**src/rtl/v_axi_arb_pkg.sv**
```systemverilog
// Shared types and widths for the AXI read arbiter and its round-robin picker.
package v_axi_arb_pkg;

    localparam int NUM_REQ_MIN = 2;
    localparam int NUM_REQ_MAX = 8;
    localparam int ARLEN_W     = 8;
    localparam int BEAT_W      = 9;

    typedef enum logic [1:0] {
        ST_IDLE = 2'd0,
        ST_ADDR = 2'd1,
        ST_DATA = 2'd2
    } state_t;

endpackage

```
**src/rtl/v_rr_pick.sv**
```systemverilog
// Combinational round-robin picker: first set request at or after ptr_i, wrapping.
module v_rr_pick #(
    parameter int N     = 2,
    parameter int IDX_W = $clog2(N)
) (
    input  logic [N-1:0]     req_i,
    input  logic [IDX_W-1:0] ptr_i,
    output logic [N-1:0]     gnt_oh_o,
    output logic [IDX_W-1:0] gnt_idx_o,
    output logic             gnt_valid_o
);

    int unsigned     sum;
    logic [IDX_W-1:0] idx;

    always_comb begin
        // NOTE: every output gets a default before the loop so no path leaves it unassigned (no latch).
        gnt_oh_o    = '0;
        gnt_idx_o   = '0;
        gnt_valid_o = 1'b0;
        sum         = 0;
        idx         = '0;
        for (int i = 0; i < N; i++) begin
            sum = 32'(ptr_i) + 32'(i);
            idx = IDX_W'(sum % 32'(N));
            if (!gnt_valid_o && req_i[idx]) begin
                gnt_valid_o   = 1'b1;
                gnt_oh_o[idx] = 1'b1;
                gnt_idx_o     = idx;
            end
        end
    end

endmodule

```
**src/rtl/v_axi_rd_arbiter.sv**
```systemverilog
// Round-robin arbiter sharing one AXI read port among NUM_REQ requesters,
// with a single burst outstanding and a sticky burst-length error flag.
module v_axi_rd_arbiter
    import v_axi_arb_pkg::*;
#(
    parameter int C_M_AXI_ADDR_WIDTH = 32,
    parameter int C_M_AXI_DATA_WIDTH = 32,
    parameter int NUM_REQ            = 2
) (
    input  logic                                  clk,
    input  logic                                  rst,
    input  logic [NUM_REQ-1:0]                    req_arvalid,
    output logic [NUM_REQ-1:0]                    req_arready,
    input  logic [NUM_REQ*C_M_AXI_ADDR_WIDTH-1:0] req_araddr,
    input  logic [NUM_REQ*ARLEN_W-1:0]            req_arlen,
    output logic [NUM_REQ-1:0]                    req_rvalid,
    input  logic [NUM_REQ-1:0]                    req_rready,
    output logic [C_M_AXI_DATA_WIDTH-1:0]         req_rdata,
    output logic [NUM_REQ-1:0]                    req_rlast,
    output logic                                  v_m_axi_arvalid,
    input  logic                                  v_m_axi_arready,
    output logic [C_M_AXI_ADDR_WIDTH-1:0]         v_m_axi_araddr,
    output logic [ARLEN_W-1:0]                    v_m_axi_arlen,
    input  logic                                  v_m_axi_rvalid,
    output logic                                  v_m_axi_rready,
    input  logic [C_M_AXI_DATA_WIDTH-1:0]         v_m_axi_rdata,
    input  logic                                  v_m_axi_rlast,
    output logic [$clog2(NUM_REQ)-1:0]            grant,
    output logic                                  busy,
    output logic                                  len_err
);

    localparam int IDX_W = $clog2(NUM_REQ);

    if (NUM_REQ < NUM_REQ_MIN || NUM_REQ > NUM_REQ_MAX) begin : g_num_req_check
        $error("v_axi_rd_arbiter: NUM_REQ out of range");
    end

    state_t                  state_q, state_d;
    logic [IDX_W-1:0]        rr_ptr_q, rr_ptr_d;
    logic [IDX_W-1:0]        grant_q, grant_d;
    logic [C_M_AXI_ADDR_WIDTH-1:0] araddr_q, araddr_d;
    logic [ARLEN_W-1:0]      arlen_q, arlen_d;
    logic [BEAT_W-1:0]       beat_cnt_q, beat_cnt_d;
    logic                    len_err_q, len_err_d;

    logic [NUM_REQ-1:0]      pick_oh;
    logic [IDX_W-1:0]        pick_idx;
    logic                    pick_valid;
    logic                    beat;

    v_rr_pick #(
        .N     (NUM_REQ),
        .IDX_W (IDX_W)
    ) u_rr_pick (
        .req_i       (req_arvalid),
        .ptr_i       (rr_ptr_q),
        .gnt_oh_o    (pick_oh),
        .gnt_idx_o   (pick_idx),
        .gnt_valid_o (pick_valid)
    );

    assign beat = v_m_axi_rvalid & v_m_axi_rready;

    always_ff @(posedge clk) begin
        // NOTE: non-blocking so every register samples pre-edge values regardless of statement order.
        if (rst) begin
            state_q    <= ST_IDLE;
            rr_ptr_q   <= '0;
            grant_q    <= '0;
            araddr_q   <= '0;
            arlen_q    <= '0;
            beat_cnt_q <= '0;
            len_err_q  <= 1'b0;
        end else begin
            state_q    <= state_d;
            rr_ptr_q   <= rr_ptr_d;
            grant_q    <= grant_d;
            araddr_q   <= araddr_d;
            arlen_q    <= arlen_d;
            beat_cnt_q <= beat_cnt_d;
            len_err_q  <= len_err_d;
        end
    end

    always_comb begin
        state_d    = state_q;
        rr_ptr_d   = rr_ptr_q;
        grant_d    = grant_q;
        araddr_d   = araddr_q;
        arlen_d    = arlen_q;
        beat_cnt_d = beat_cnt_q;
        len_err_d  = len_err_q;
        unique case (state_q)
            ST_IDLE: begin
                if (pick_valid) begin
                    grant_d  = pick_idx;
                    araddr_d = req_araddr[pick_idx*C_M_AXI_ADDR_WIDTH +: C_M_AXI_ADDR_WIDTH];
                    arlen_d  = req_arlen[pick_idx*ARLEN_W +: ARLEN_W];
                    state_d  = ST_ADDR;
                end
            end
            ST_ADDR: begin
                if (v_m_axi_arready) begin
                    state_d    = ST_DATA;
                    beat_cnt_d = '0;
                end
            end
            ST_DATA: begin
                if (beat) begin
                    beat_cnt_d = beat_cnt_q + 1'b1;
                    // The counter holds beats already taken, so the last beat must see arlen.
                    if (v_m_axi_rlast) begin
                        state_d  = ST_IDLE;
                        rr_ptr_d = (grant_q == IDX_W'(NUM_REQ - 1)) ? '0 : grant_q + 1'b1;
                        if (beat_cnt_q != BEAT_W'(arlen_q)) len_err_d = 1'b1;
                    end else if (beat_cnt_q == BEAT_W'(arlen_q)) begin
                        len_err_d = 1'b1;
                    end
                end
            end
            default: state_d = ST_IDLE;
        endcase
    end

    always_comb begin
        req_arready     = '0;
        req_rvalid      = '0;
        req_rlast       = '0;
        v_m_axi_arvalid = 1'b0;
        v_m_axi_rready  = 1'b0;
        unique case (state_q)
            ST_IDLE: if (!rst) req_arready = pick_oh;
            ST_ADDR: v_m_axi_arvalid = 1'b1;
            ST_DATA: begin
                v_m_axi_rready      = req_rready[grant_q];
                req_rvalid[grant_q] = v_m_axi_rvalid;
                req_rlast[grant_q]  = v_m_axi_rlast;
            end
            default: ;
        endcase
    end

    assign v_m_axi_araddr = araddr_q;
    assign v_m_axi_arlen  = arlen_q;
    assign req_rdata      = v_m_axi_rdata;
    assign grant          = grant_q;
    assign busy           = (state_q != ST_IDLE);
    assign len_err        = len_err_q;

endmodule
```
**config.mk**
```make
export PLATFORM = sky130hd
export DESIGN_NAME = v_axi_rd_arbiter
export DESIGN_NICKNAME = d
export VERILOG_FILES = /design/src/rtl/v_axi_arb_pkg.sv /design/src/rtl/v_rr_pick.sv /design/src/rtl/v_axi_rd_arbiter.sv
export SDC_FILE = /design/constraint.sdc
export NUM_CORES = 1
export LEC_CHECK = 0
export CELL_PAD_IN_SITES_DETAIL_PLACEMENT = 1
export CELL_PAD_IN_SITES_GLOBAL_PLACEMENT = 1
export CORE_UTILIZATION = 43
export DETAILED_ROUTE_END_ITERATION = 10
export DONT_BUFFER_PORTS = 1
export PLACE_DENSITY = 0.9
export SLEW_MARGIN = 30
export SYNTH_ARGS = -nofsm -noshare
export SYNTH_HDL_FRONTEND = slang
export SYNTH_SLANG_ARGS = --single-unit
```
**constraint.sdc**
```tcl
create_clock -name clk -period 2.1 [get_ports clk]
set_input_delay 0.42 -clock clk [delete_from_list [all_inputs] [get_ports clk]]
set_output_delay 0.42 -clock clk [all_outputs]
set_load 0.1 [all_outputs]
```
==> out/results.tsv, run 1 <==
metric	value	unit
Cell Pwr Density	994	nW/um^2
Worst-Margin Slew	0.425	ns
Hold Crit Start	rst	
cell count along the critical path	3	
RSZ-0062 raised after global routing	false	
initial antenna violation count	0	
xor and xnor area share after synthesis	2.77	%
largest family of logic cells by synthesized area	multiplexers	
CP startpoint	state_q[1]	
R2R Setup Slk	0.47	ns
IO buf count	0	
Worst Path Max Fanout	6	
path depth of the worst reg2reg path	5	
Detail Route Antenna Nets	0	
fmax	0.498	GHz
Critical Path AT	1.59	ns
Clk pin slew, worst setup/hold paths	0.09	ns
layout cells sized above 1	24.8	%
register area share after synthesis	37.9	%
crit-path cells	or2_4 -> a2111oi_4 -> buf_12	
Area Overhead vs Synth	14.1	%
count leader, synth	dfxtp_1	
cts repair resizes	1	
Row Count	29	
CP Launch Type	flip-flop	
Max-Cap Viols	0	
Final Cycle Share	95.7	%
ANT cells	0	
setup TNS	0	ns
Placement Setup Slack	0.352	ns
complex-gate fraction of the synthesized area	14.5	%
top-area cell type share of the netlist area	37.9	%
DR WL/cell	18.4	microns
fin. max-slew vios	0	
total congestion overflow	0	
Iter 0 DRT Violations	54	
leading area contributor after synthesis	dfxtp_1	
Crit path required time	1.68	ns
Die W	83.4	microns
Crit path buffers/inverters	1	
Setup Viol. Count Final	0	
Mapped Cells	316	
Placed Cells	395	
I/O pin cnt	204	
CTS tree	built	
clk root buf	clkbuf_8	
LEAKAGE	1.51	nW
Ys Warns	0	
worst flop-to-flop path endpoint	v_m_axi_arlen[7]	
Netlist cell types	38	
Setup Buffers After CTS	0	
Residual DRC	0	
kind of critical path	reg -> out	
Post-Syn Area per Cell	9.02	sq um
clock sinks	54	
hold buffer count at cts	0	
GRT Total Usage	21.3	%
Final Instance Count excl. Fillers	403	
Power Total	3.23	mW
Adder-Cell Fraction of Synth Area	0.439	%
fraction of the mapped netlist area in simple logic gates	15.4	%
post-synthesis mux area share	16.0	%
shortest period the worst path allows	2.01	ns
core box area	6390	sq um
pin count of the biggest net entering global routing	55	
vias in the first global route	2461	
number of vias per cell	5.64	
clock buffer depth	2	
Post-Syn Nets	438	
Synth top cells by count	54 x dfxtp_1, 51 x nor2_1, 44 x mux2i_1, 40 x a211oi_1, 37 x buf_4	
slowest stage delay, CP	0.38	ns
Post-synth EDFFs	0	
Hold Vio Cnt, Final	0	
Reg-to-Reg Start	state_q[1]	
VDD IR-drop max	479	uV
mapped cell area	2850	sq um
Starting Density	44.6	%
1st-pass router iterations	4	
#FFs+latches synth	54	
routability cong.	0.805	
Async S/R FF share, synth	0	%
# H-tree levels	2	
die height	83.4	microns
Main synth FF type	dfxtp_1	
Post-layout nets	447	
die area	6950	sq um
CTS Buf Count	5	
first-pass GRT wire length	11.9	mm
Worst Setup EP	req_arready[0]	
leading post-synthesis cells by cell area	dfxtp_1 38%, mux2i_1 15%, a211oi_1 11%, buf_4 9.7%, nor2_1 6.7%	
CP Capture Type	output pin	
max_slew headroom	71.4	%
PnR worst setup slack	0.0902	ns
Final Skew	0.00676	ns
Worst-Skew Late Latency	0.30	ns
slowest CP cell	a2111oi_4	
cell family with most CP delay	compound AO/OA/AOI/OAI gates	
worst hold path class	in -> reg	
status	completed	
DP Wirelength	5.67	mm
Total Wirelength	7.40	mm
Vias	2273	
[report_power, final]
part / internal (mW) / total, mW / switching, mW
Combinational: 0.304 / 1.39 / 1.08
Sequential: 1.13 / 1.18 / 0.0500
Clock: 0.334 / 0.666 / 0.332
Total: 1.77 / 3.23 / 1.46
[worst reg2reg max path: cells and delay by family, from the launching register on]
kind	cells	cell delay [ns]
flip-flops	1	0.37
buffers and inverters	1	0.31
AO/OA/AOI/OAI	1	0.27
AND/OR/NAND/NOR	3	0.60
[cells by family (layout without fill, tap and decap cells)]
| logic type | Yosys count | after routing |
|---|---|---|
| flops | 54 | 54 |
| xor+xnor | 9 | 9 |
| compound gates | 57 | 57 |
| buf+inv | 59 | 69 |
| mux | 45 | 45 |
| fa+ha+maj | 1 | 1 |
| simple gates | 91 | 91 |
[state kept, by name, summed over array words and instances, names as in the netlist]
register / count
len_err: 1
beat_cnt_q: 9
state_q: 2
grant: 1
rr_ptr_q: 1
v_m_axi_araddr: 32
v_m_axi_arlen: 8
[final cells by class]
type / instances / area, sq um
Clock buffer: 8 / 110
Fill cell: 738 / 3140
Inverter: 6 / 22.5
Multi-Input combinational cell: 203 / 1460
Sequential cell: 54 / 1080
Tap cell: 77 / 96.3
Timing Repair Buffer: 55 / 475
[cells in the final DEF, fill, tap and decap left out, types with 2 or more instances in the layout]
| cell type | Yosys | final |
|---|---|---|
| a211oi_1 | 40 | 40 |
| xor2_1 | 8 | 8 |
| buf_12 | 0 | 5 |
| nor2_4 | 1 | 3 |
| buf_4 | 37 | 50 |
| clkbuf_8 | 0 | 8 |
| dfxtp_1 | 54 | 53 |
| inv_1 | 6 | 6 |
| nand3_1 | 5 | 5 |
| and4_1 | 2 | 2 |
| or4_1 | 3 | 3 |
| nor3_1 | 4 | 3 |
| nor2_1 | 51 | 47 |
| nor2_2 | 0 | 2 |
| or3_1 | 4 | 4 |
| or2_2 | 2 | 2 |
| nand2_1 | 8 | 8 |
| o31ai_1 | 3 | 3 |
| a21oi_1 | 8 | 8 |
| mux2i_1 | 44 | 44 |
[per-stage QoR]
stage / cell area, sq um / hold WS [ns] / utilization, %
2_1_floorplan: 2910 / 0.444 / -
3_3_place_gp: 3140 / 0.466 / 49.1
3_5_place_dp: 3140 / 0.481 / 49.1
4_1_cts: 3250 / 0.173 / 50.9
5_1_grt: 3250 / 0.155 / 50.9
6_report: 3250 / 0.176 / 50.9
[how the worst min path moves through the flow]
stage | end | slack (ns) | depth (start not counted)
floorplan | beat_cnt_q[8] | 0.44 | 2
global placement | beat_cnt_q[8] | 0.47 | 2
detailed placement | beat_cnt_q[8] | 0.48 | 2
CTS | v_m_axi_arlen[6] | 0.17 | 1
global route | v_m_axi_araddr[8] | 0.15 | 1
finish | v_m_axi_araddr[2] | 0.18 | 1
[routing by layer]
layer / wire length [microns] / vias up / track usage, %
met1: 2850 / 1064 / 21.8
met4: 131 / 0 / 8.93
met5: 0 / - / 0
met3: 478 / 17 / 6.86
li1: - / 1101 / -
met2: 3940 / 91 / 39.6
No activity file was read; power rests on OpenSTA's default activity.
==> run 2: changes to the inputs <==
ABC_AREA = 1   (was unset)
CORE_UTILIZATION = 41   (was 43)
SYNTH_HIERARCHICAL = 1   (was unset)
==> out/results.tsv, run 2 <==
metric	value	unit	change
status	completed		
GRT Total Usage	22.0	%	+0.67 points
Worst-Skew Late Latency	0.30	ns	about the same
top-area cell type share of the netlist area	35.4	%	-2.5 points
Crit path required time	1.68	ns	about the same
DR WL/cell	14.6	microns	-21%
LEAKAGE	1.69	nW	+12%
CP Launch Type	flip-flop		
M1 WL	3.31	mm	+16%
core box area	7210	sq um	+13%
max_slew headroom	76.4	%	+4.9 points
Final Cell Area	3530	sq um	+8.7%
RSZ-0062 raised after global routing	false		
Ys Warns	6		+6
I/O pin cnt	204		unchanged
IO buf count	0		unchanged
Critical Path AT	1.43	ns	-0.16 ns
Gate power share	44.3	%	+1.4 points
setup TNS	0	ns	unchanged
#FFs+latches synth	54		unchanged
clk root buf	clkbuf_8		
CTS Buf Count	5		unchanged
slowest stage delay, CP	0.43	ns	+0.05 ns
kind of critical path	reg -> out		
placed cell area	3420	sq um	+9.1%
Int Pwr	1.80	mW	+1.7%
die height	88.3	microns	+5.9%
DR top layer	met4		
leading post-synthesis cells by cell area	dfxtp_1 35%, a21oi_1 15%, inv_1 8.7%, buf_4 7.9%, nor2_1 7.7%		
Largest register FFs	32		unchanged
Row Count	31		+6.9%
layout cells sized above 1	18.9	%	-6.0 points
Hold Vio Cnt, Final	0		unchanged
total congestion overflow	0		unchanged
Setup Buffers After CTS	0		unchanged
die area	7800	sq um	+12%
Post-Syn Nets	584		+33%
1st-pass router iterations	4		unchanged
Clk pin slew, worst setup/hold paths	0.10	ns	about the same
Post-synth EDFFs	0		unchanged
Post-layout nets	593		+33%
cts repair resizes	0		-1
metal2 WL	4.29	mm	+8.7%
switching share of power	47.1	%	+1.8 points
worst hold path class	in -> reg		
routability cong.	0.818		+1.6%
ANT cells	0		unchanged
DP Wirelength	6.49	mm	+14%
Final Skew	0.00513	ns	-0.00162 ns
shortest period the worst path allows	1.85	ns	-0.161 ns
number of vias per cell	5.16		-8.5%
Iter 0 DRT Violations	75		+39%
Detail Route Antenna Nets	0		unchanged
fin. max-slew vios	0		unchanged
met3 WL post-DR	583	microns	+22%
Max-Cap Viols	0		unchanged
mapped cell area	3050	sq um	+7.2%
Vias	2946		+30%
crit-path cells	nand2_2 -> nor3_4 -> buf_4		
# H-tree levels	2		unchanged
most frequent cells in the layout	90 x a21oi_1, 71 x inv_1, 60 x nor2_1, 53 x dfxtp_1		
Total Wirelength	8.34	mm	+13%
Async S/R FF share, synth	0	%	unchanged
CP Capture Type	output pin		
hold_ws	0.172	ns	-0.00402 ns
Clock power frac	20.5	%	about the same
clock buffer depth	2		unchanged
CTS tree	built		
Area Overhead vs Synth	15.7	%	
Post-Syn Area per Cell	6.61	sq um	-27%
initial antenna violation count	0		unchanged
Psw	1.60	mW	+9.3%
pin count of the biggest net entering global routing	81		+47%
Worst-Margin Slew	0.352	ns	-0.0729 ns
Synth top cells by count	91 x a21oi_1, 71 x inv_1, 63 x nor2_1, 54 x dfxtp_1, 48 x nand2_1		
most common cell after layout, fill and taps aside	a21oi_1		
Cell Pwr Density	961	nW/um^2	-3.3%
Placed Cells	563		+43%
Netlist cell types	28		-26%
slowest CP cell	dfxtp_1		
Final Instance Count excl. Fillers	571		+42%
Mapped Cells	462		+46%
Core Util, Final	49.0	%	-1.9 points
Seq pwr share	35.2	%	-1.3 points
leading area contributor after synthesis	dfxtp_1		
first-pass GRT wire length	13.3	mm	+12%
Setup Viol. Count Final	0		unchanged
register area share after synthesis	35.4	%	-2.5 points
hold buffer count at cts	0		unchanged
vias in the first global route	3134		+27%
VDD IR-drop max	542	uV	+13%
Die W	88.3	microns	+5.9%
Main synth FF type	dfxtp_1		
Worst Path Max Fanout	6		unchanged
fmax	0.541	GHz	+8.7%
Final Cycle Share	88.0	%	-7.7 points
Starting Density	42.3	%	-2.3 points
clock sinks	54		unchanged
Residual DRC	0		unchanged
fill count	954		+29%
count leader, synth	a21oi_1		
-- run 2: cell count changes after synthesis, moves of 9 or more --
| cell | delta |
|---|---|
| a211oi_1 | -39 |
| o21ai_0 | +33 |
| inv_1 | +65 |
| nand2_1 | +40 |
| clkbuf_1 | +9 |
| a21oi_1 | +83 |
| mux2i_1 | -44 |
| nor2_1 | +12 |
-- run 2: layer usage --
layer / track usage (%) / vias up
met2: 40.3 / 101
met3: 6.72 / 16
met1: 23.3 / 1385
met4: 9.24 / 0
li1: - / 1444
met5: 0 / -
-- run 2: critical path: cells and delay by family (launching register included) --
family | cells | cell delay (ns)
AND/OR/NAND/NOR | 2 | 0.39
flip-flops | 1 | 0.43
buffers and inverters | 1 | 0.31
-- run 2: stage by stage --
stage,setup WS [ns],power [mW]
2_1_floorplan,-0.136,2.71
3_3_place_gp,0.574,2.69
3_5_place_dp,0.470,2.73
4_1_cts,0.234,3.43
5_1_grt,0.158,3.56
6_report,0.251,3.40
-- run 2: final timing paths --
kind	startpoint	cells after the start	slack, ns	endpoint
setup / recovery	state_q[1]	3	0.25	req_rlast[0]
setup reg to reg	rr_ptr_q	8	0.51	v_m_axi_araddr[24]
hold reg to reg	beat_cnt_q[8]	2	0.52	beat_cnt_q[8]
hold / removal	rst	1	0.17	len_err
-- run 2: power by group through the flow --
stage / Sequential [mW] / Clock, mW / Combinational [mW]
after global placement: 1.21 / 0 / 1.47
after global routing: 1.21 / 0.764 / 1.59
final: 1.19 / 0.698 / 1.50
after detailed placement: 1.22 / 0 / 1.51
after floorplan: 1.96 / 0 / 0.741
after CTS: 1.20 / 0.719 / 1.51
-- run 2: final cells by class --
cell class	instances	area [sq um]	area share [%]
Tap cell	99	124	3.50
Multi-Input combinational cell	278	1420	40.2
Clock buffer	6	72.6	2.05
Inverter	77	295	8.35
Sequential cell	54	1080	30.6
Timing Repair Buffer	55	500	14.2
Clock inverter	2	37.5	1.06
-- run 2: cells by family after synthesis --
kind of cell / count (synthesis) / share of synthesized area, %
flops: 54 / 35.4
xor+xnor: 5 / 1.43
compound gates: 136 / 22.6
buf+inv: 130 / 20.3
fa+ha+maj: 1 / 0.410
simple gates: 136 / 19.9
